===== config.mk =====
export PLATFORM = sky130hd
export DESIGN_NAME = mc_ctrl_fsm
export DESIGN_NICKNAME = d
export VERILOG_FILES = /design/src/rtl/mc_ctrl_fsm.sv
export SDC_FILE = /design/constraint.sdc
export NUM_CORES = 1
export LEC_CHECK = 0
export CAP_MARGIN = 20
export CORE_MARGIN = 2
export CORE_UTILIZATION = 43
export DETAILED_ROUTE_END_ITERATION = 16
export PLACE_DENSITY_LB_ADDON = 0.15
export SYNTH_ARGS = -nofsm -noshare
export SYNTH_HDL_FRONTEND = slang
export SYNTH_SLANG_ARGS = --single-unit
export TNS_END_PERCENT = 100

===== constraint.sdc =====
create_clock -name clk -period 1.4 [get_ports clk]
set_input_delay 0.28 -clock clk [delete_from_list [all_inputs] [get_ports clk]]
set_output_delay 0.28 -clock clk [all_outputs]
set_load 0.02 [all_outputs]

===== src/rtl/mc_ctrl_fsm.sv =====
// Multi-cycle RV32I sequencer: FETCH/DECODE/EXEC/MEM/WB with memory handshakes and traps.
// Define MC_PERF_CNT_EN to add the cycle and retired-instruction counters.
module mc_ctrl_fsm #(
  parameter int WAIT_MAX = 16,
  parameter int CNT_W    = 32
) (
  input  logic       clk,
  input  logic       reset,
  input  logic [6:0] Op,
  input  logic       Zero,
  input  logic       imem_ready,
  input  logic       dmem_ready,
  output logic       imem_req,
  output logic       dmem_req,
  output logic       MemWrite,
  output logic       IRWrite,
  output logic       PCWrite,
  output logic       PCSrc,
  output logic       RegWrite,
  output logic [2:0] state,
  output logic       trap,
  output logic       trap_cause
`ifdef MC_PERF_CNT_EN
  ,
  output logic [CNT_W-1:0] cycle_cnt,
  output logic [CNT_W-1:0] instret_cnt
`endif
);

  localparam logic [2:0] S_FETCH  = 3'd0;
  localparam logic [2:0] S_DECODE = 3'd1;
  localparam logic [2:0] S_EXEC   = 3'd2;
  localparam logic [2:0] S_MEM    = 3'd3;
  localparam logic [2:0] S_WB     = 3'd4;
  localparam logic [2:0] S_TRAP   = 3'd7;

  localparam logic [1:0] C_ALU   = 2'd0;
  localparam logic [1:0] C_LOAD  = 2'd1;
  localparam logic [1:0] C_STORE = 2'd2;
  localparam logic [1:0] C_BR    = 2'd3;

  localparam logic [7:0] WAIT_LAST = 8'(WAIT_MAX - 1);

  logic [2:0] state_q, state_d;
  logic [1:0] cls_q, cls_d;
  logic [7:0] wait_q, wait_d;
  logic       cause_q, cause_d;
  logic       retire;

  // The opcode class is captured in DECODE so later states never depend on Op.
  always_comb begin
    state_d = state_q;
    cls_d   = cls_q;
    cause_d = cause_q;
    retire  = 1'b0;
    case (state_q)
      S_FETCH: begin
        if (imem_ready) begin
          state_d = S_DECODE;
        end else if (wait_q == WAIT_LAST) begin
          state_d = S_TRAP;
          cause_d = 1'b1;
        end
      end
      S_DECODE: begin
        state_d = S_EXEC;
        case (Op)
          7'b0110011, 7'b0010011: cls_d = C_ALU;
          7'b0000011:             cls_d = C_LOAD;
          7'b0100011:             cls_d = C_STORE;
          7'b1100011:             cls_d = C_BR;
          default: begin
            state_d = S_TRAP;
            cause_d = 1'b0;
          end
        endcase
      end
      S_EXEC: begin
        case (cls_q)
          C_ALU:          state_d = S_WB;
          C_LOAD, C_STORE: state_d = S_MEM;
          default: begin
            state_d = S_FETCH;
            retire  = 1'b1;
          end
        endcase
      end
      S_MEM: begin
        if (dmem_ready) begin
          state_d = (cls_q == C_STORE) ? S_FETCH : S_WB;
          retire  = (cls_q == C_STORE);
        end else if (wait_q == WAIT_LAST) begin
          state_d = S_TRAP;
          cause_d = 1'b1;
        end
      end
      S_WB: begin
        state_d = S_FETCH;
        retire  = 1'b1;
      end
      default: state_d = S_TRAP;
    endcase
  end

  // Staying in a request state means ready was low; any transition restarts the count.
  always_comb begin
    wait_d = 8'd0;
    if ((state_d == state_q) && ((state_q == S_FETCH) || (state_q == S_MEM)))
      wait_d = wait_q + 8'd1;
  end

  always_ff @(posedge clk) begin
    if (reset) begin
      state_q <= S_FETCH;
      cls_q   <= C_ALU;
      wait_q  <= 8'd0;
      cause_q <= 1'b0;
    end else begin
      state_q <= state_d;
      cls_q   <= cls_d;
      wait_q  <= wait_d;
      cause_q <= cause_d;
    end
  end

  // Outputs are forced low during reset so a pending request drops immediately.
  always_comb begin
    imem_req = 1'b0;
    dmem_req = 1'b0;
    MemWrite = 1'b0;
    IRWrite  = 1'b0;
    PCWrite  = 1'b0;
    PCSrc    = 1'b0;
    RegWrite = 1'b0;
    if (!reset) begin
      case (state_q)
        S_FETCH: begin
          imem_req = 1'b1;
          IRWrite  = imem_ready;
          PCWrite  = imem_ready;
        end
        S_EXEC: begin
          if (cls_q == C_BR) begin
            PCSrc   = 1'b1;
            PCWrite = Zero;
          end
        end
        S_MEM: begin
          dmem_req = 1'b1;
          MemWrite = (cls_q == C_STORE);
        end
        S_WB:    RegWrite = 1'b1;
        default: ;
      endcase
    end
  end

  assign state      = reset ? 3'd0 : state_q;
  assign trap       = !reset && (state_q == S_TRAP);
  assign trap_cause = !reset && cause_q;

`ifdef MC_PERF_CNT_EN
  localparam logic [CNT_W-1:0] CNT_ONE = CNT_W'(1);

  logic [CNT_W-1:0] cyc_q, ret_q;

  always_ff @(posedge clk) begin
    if (reset) begin
      cyc_q <= '0;
      ret_q <= '0;
    end else begin
      cyc_q <= cyc_q + CNT_ONE;
      if (retire) ret_q <= ret_q + CNT_ONE;
    end
  end

  assign cycle_cnt   = reset ? '0 : cyc_q;
  assign instret_cnt = reset ? '0 : ret_q;
`else
  logic retire_unused;
  assign retire_unused = retire;
`endif

endmodule

Word level (Yosys, flattened, before mapping)
Index checks and enable logic that the tools add are counted.
- bits in registers: 14
- bits in latches: 0
- memory bits (writable): 0
- memory bits (read-only): 0
- input bits: 12
- output and inout bits: 12
- word-level logic and storage cells: 69
- memories: 0
- add/sub/neg operators: 1
- $mul: 0
- divide/modulo/power cells: 0
- order comparisons: 0
- eq/ne operators: 18
- shift operators: 0
- multiplexer cells: 30
- bitwise gates (word level): 1
- reductions and logical operators: 15
- operator list (cell ; count):
    2-to-1 mux 1 bit ; 19
    2-to-1 mux 3 bit ; 6
    case mux 3 bit (5 select lines) ; 1
    equality test 7 x 6 -> 1 bit, second input constant ; 2
    adder 8 x 1 -> 8 bit, second input constant ; 1
    equality test 8 x 4 -> 1 bit, second input constant ; 1
    case mux 2 bit (4 select lines) ; 1
    equality test 7 x 2 -> 1 bit, second input constant ; 1
    equality test 7 x 5 -> 1 bit, second input constant ; 1
    equality test 7 bit, second input constant ; 1
    equality test 3 x 2 -> 1 bit, second input constant ; 2
    equality test 3 bit, second input constant ; 2
    != test 2 bit, second input constant ; 3
    case mux 3 bit (2 select lines) ; 1
    OR reduction 2 bit ; 3
    OR reduction 5 bit ; 1
    equality test 2 bit, second input constant ; 2
    AND reduction 4 bit ; 1
    nonzero test 4 bit ; 1
    equality test 3 x 1 -> 1 bit, second input constant ; 1
    equality test 3 bit ; 1
    logical AND 1 bit ; 3
    zero test 3 bit ; 1
    case mux 1 bit (3 select lines) ; 1
    8 further kinds ; 8

Longest topological paths before layout
- word-level depth: 8
- depth in mapped cells: 6
- mapped depth without buffers: 6

Least setup slack after synthesis
Ideal clock, no wire load.
- kind: reg-to-output
- start point: reg state_q[1]
- end point: out IRWrite
- arrival: 1.597 ns
- path slack: -0.477 ns
- stages on the path, launching flop included: 4
- buffers on the path: 1
- path through: dfxtp_1 > buf_2 > nor4_1 > and2_1
- longest elaborated chain between the ends: 3
- RTL lines (element ; RTL line ; RTL):
    start: declaration ; 44 ; logic [2:0] state_q, state_d;
    start signal: assignment ; 119 ; state_q <= state_d;
    zero test 3 bit ; 136 ; case (state_q)
    2-to-1 mux 1 bit ; 136 ;
    2-to-1 mux 1 bit ; 135 ; if (!reset) begin
    end: declaration ; 16 ; output logic IRWrite,
Every way passes these cells.

Worst setup path after layout
- start point: reg state_q[1]
- end point: reg wait_q[4]
- longest elaborated chain between the ends: 7
- elaborated cells between the ends (all ways): 14
- those cells by class: 5 x eq/ne; 4 x mux; 1 x bitwise; 4 x reduce/logical
- RTL lines (element ; RTL line ; RTL):
    2-to-1 mux 3 bit ; 60, 92 ;
    2-to-1 mux 3 bit, on equally long branches ; 89, 58 ;
    case mux 3 bit (5 select lines) ; 56 ; case (state_q)
    equality test 3 bit ; 108 ; if ((state_d == state_q) && ((state_q == S_FETCH) || (state_q == S_MEM)))
    logical AND 1 bit (*) ; 108 ;
    inverter 1 bit (no line) (*) ; -- ;
    OR reduction 2 bit (no line) (*) ; -- ;
    end signal: assignment ; 121 ; wait_q <= wait_d;
    end: declaration ; 46 ; logic [7:0] wait_q, wait_d;
Every way passes the cells marked *; elsewhere a longest branch is shown, timed or not.
A chain may end at the register's enable or synchronous reset.

==> impl_metrics.env <==
export IMPL_critPathMaxFanout=6
export IMPL_synth_edf_count=0
export IMPL_ys_types=38
export IMPL_yosysTopAreaCell="dfxtp_1"
export IMPL_gp_congestion=0.809
export IMPL_wirelength_um=2960
export IMPL_layout_setup_ws_ns=-0.184
export IMPL_max_cap_viol_count=0
export IMPL_worstPathRequired_ns=1.58
export IMPL_htreeDepth=1
export IMPL_drt_first_iter_violations=15
export IMPL_regArea_sq_um=299
export IMPL_cts_sinks=14
export IMPL_drv_slew=0
export IMPL_violations="setup timing"
export IMPL_crit_path_start="state_q[1]$_SDFF_PP0_"
export IMPL_n_fill_cell=115
export IMPL_critical_path_class="register to register"
export IMPL_synthFlopType="dfxtp_1"
export IMPL_diodes=0
export IMPL_grt_util_all_layers_pct=24.7
export IMPL_hp_class="register to register"
export IMPL_drt_antenna_violating_nets=0
export IMPL_irDropWorstVdd_v=0.000729
export IMPL_syn_nets=123
export IMPL_async_flop_share_pct=0
export IMPL_hpwl_um=1830
export IMPL_max_freq_ghz=0.631
export IMPL_syn_area_per_cell_sq_um=8.55
export IMPL_final_util_pct=81.0
export IMPL_die_height_um=50.1
export IMPL_cts_buffers=3
export IMPL_clock_skew_ns=0.00118
export IMPL_via_per_inst=5.40
export IMPL_p_per_area_mw_per_mm2=1070
export IMPL_synth_area_leaders="dfxtp_1 (31%), ha_1 (5.5%), nor2_1 (4.5%)"
export IMPL_antenna_found_initial=0
export IMPL_p_leak_nw=0.645
export IMPL_synth_top_area_share_pct=30.6
export IMPL_min_period_ns=1.58
export IMPL_outcome="finished with violations"
export IMPL_final_hold_violation_count=0
export IMPL_path_clk_slew_ns=0.08
export IMPL_area_growth_pct=75.5
export IMPL_drc=0
export IMPL_drt_pass1_iter_count=5
export IMPL_fp_dieW_um=50.1
export IMPL_wl_per_cell_um=15.9
export IMPL_cp_arrival_ns=1.76
export IMPL_worst_setup_path_start_kind="register"
export IMPL_yosys_cell_count_top_type="dfxtp_1"
export IMPL_num_vias=1005
export IMPL_r2r_start="state_q[1]$_SDFF_PP0_"
export IMPL_yosys_warnings=0
export IMPL_syn_inst=107
export IMPL_rsz0062_at_grt="yes"
export IMPL_whs_path_depth=2
export IMPL_postCtsHoldBufs=0
export IMPL_start_util_pct=46.1
export IMPL_relSlewSlack_pct=78.7
export IMPL_hold_ws_ns=0.487
export IMPL_synthTopCellsByCount="dfxtp_1 (14), nor2_1 (11), a21oi_1 (7)"
export IMPL_grt_pass1_vias=986
export IMPL_nNetsFinal=176
export IMPL_grt_pass1_wl_um=4580
export IMPL_setup_violations=21
export IMPL_clockBufferDepth=2
export IMPL_cts_root_buf="clkbuf_4"
export IMPL_overflow=0
export IMPL_cts_tree="yes"
export IMPL_fp_row_count=16
export IMPL_final_layout_size_suffix_gt1_share_pct=49.7
export IMPL_grt_start_max_net_pins=11
export IMPL_holdCritStartpoint="cause_q$_SDFFE_PP0P_"
export IMPL_core_area_sq_mm=0.00198
export IMPL_r2r_cells=6
export IMPL_multi_input_area_sq_um=719
export IMPL_fin_crit_sh_pct=113
export IMPL_tns_ns=-2.42
export IMPL_die_area_sq_mm=0.00251
export IMPL_synthesis_area_sq_um=915
export IMPL_synth_seq_area_share_pct=30.6
export IMPL_portBuffers=23
export IMPL_ios=24
export IMPL_synth_seq_cells=14
export IMPL_clk_latency_ns=0.29
export IMPL_worstMarginPinSlew_ns=0.320
export IMPL_cp_end_kind="register"
-- final timing paths --
kind	to	slack, ns
hold reg to reg	cause_q$_SDFFE_PP0P_	0.49
setup / recovery	wait_q[4]$_SDFF_PP0_	-0.18
hold / removal	cause_q$_SDFFE_PP0P_	0.49
setup reg to reg	wait_q[4]$_SDFF_PP0_	-0.18
-- flip-flops by register name, summed over array words and instances, names as in the netlist --
signal,count
state_q,3
cls_q,2
wait_q,8
cause_q,1
-- cell usage in the layout (no fill, tap or decap), types with 3 or more instances in the layout --
cell type,Yosys,routed
buf_4,2,26
o21a_1,3,3
dfxtp_1,14,9
a21oi_1,7,6
xor2_1,3,3
nand2b_1,4,3
clkdlybuf4s50_1,0,10
xnor2_1,4,4
buf_6,0,13
nand2_1,5,4
clkbuf_4,0,3
nor2_1,11,10
dfxtp_4,0,5
-- cells by family (layout without fill, tap and decap cells) --
kind of cell | count (synthesis) | in the layout | share of synthesized area [%]
AOI/OAI and AO/OA | 23 | 23 | 18.7
xor gates and xnor gates | 7 | 7 | 6.70
adders and majority gates | 4 | 4 | 5.47
buffers and inverters | 9 | 61 | 4.65
DFF | 14 | 14 | 30.6
and+or+nand+nor | 50 | 50 | 33.8
-- metrics by stage --
| step | cell area [sq um] | setup slack, ns | power, mW | cells |
|---|---|---|---|---|
| after CTS | 1510 | -0.152 | 1.60 | 184 |
| after floorplan | 951 | -0.0558 | 0.884 | 107 |
| after detailed placement | 1350 | -0.687 | 1.15 | 173 |
| final | 1610 | -0.184 | 1.72 | 186 |
| after global placement | 1350 | -0.651 | 1.13 | 173 |
| after global routing | 1610 | -0.231 | 1.82 | 186 |
-- worst max-delay path, cell delays in order, from the launching register on --
cell and delay, ns:
dfxtp_4 0.39, buf_6 0.13, buf_6 0.10, nor3b_2 0.14
a221o_1 0.33, a22oi_2 0.29, nor3b_2 0.09
-- routing by layer --
layer / up-vias / track usage, % / routed length, um
met5: - / 0 / 0
met4: 0 / 8.80 / 47
met3: 5 / 6.36 / 146
met2: 39 / 41.9 / 1580
met1: 478 / 29.8 / 1180
li1: 483 / - / -
-- area by class of cell --
cell class / instances / area share (%)
clock buffers: 4 / 2.26
inverters: 4 / 0.935
multi-input cells: 84 / 44.8
flip-flops and latches: 14 / 18.6
well taps: 27 / 2.10
repair buffers: 53 / 31.3
-- power breakdown --
group | internal (mW) | total, mW | switching (mW)
Sequential | 0.443 | 0.513 | 0.0702
Combinational | 0.508 | 0.908 | 0.399
Clock | 0.159 | 0.299 | 0.140
-- what timing repair did --
| action | 4_1_cts | 5_1_grt |
|---|---|---|
| pin swaps | 7 | 3 |
| hold endpoints to repair | 0 | 0 |
| resized for setup | 91 | 22 |
| buffers inserted | 7 | 2 |
| setup endpoints to repair | 26 | 26 |
Power figures use the tool's default switching activity.
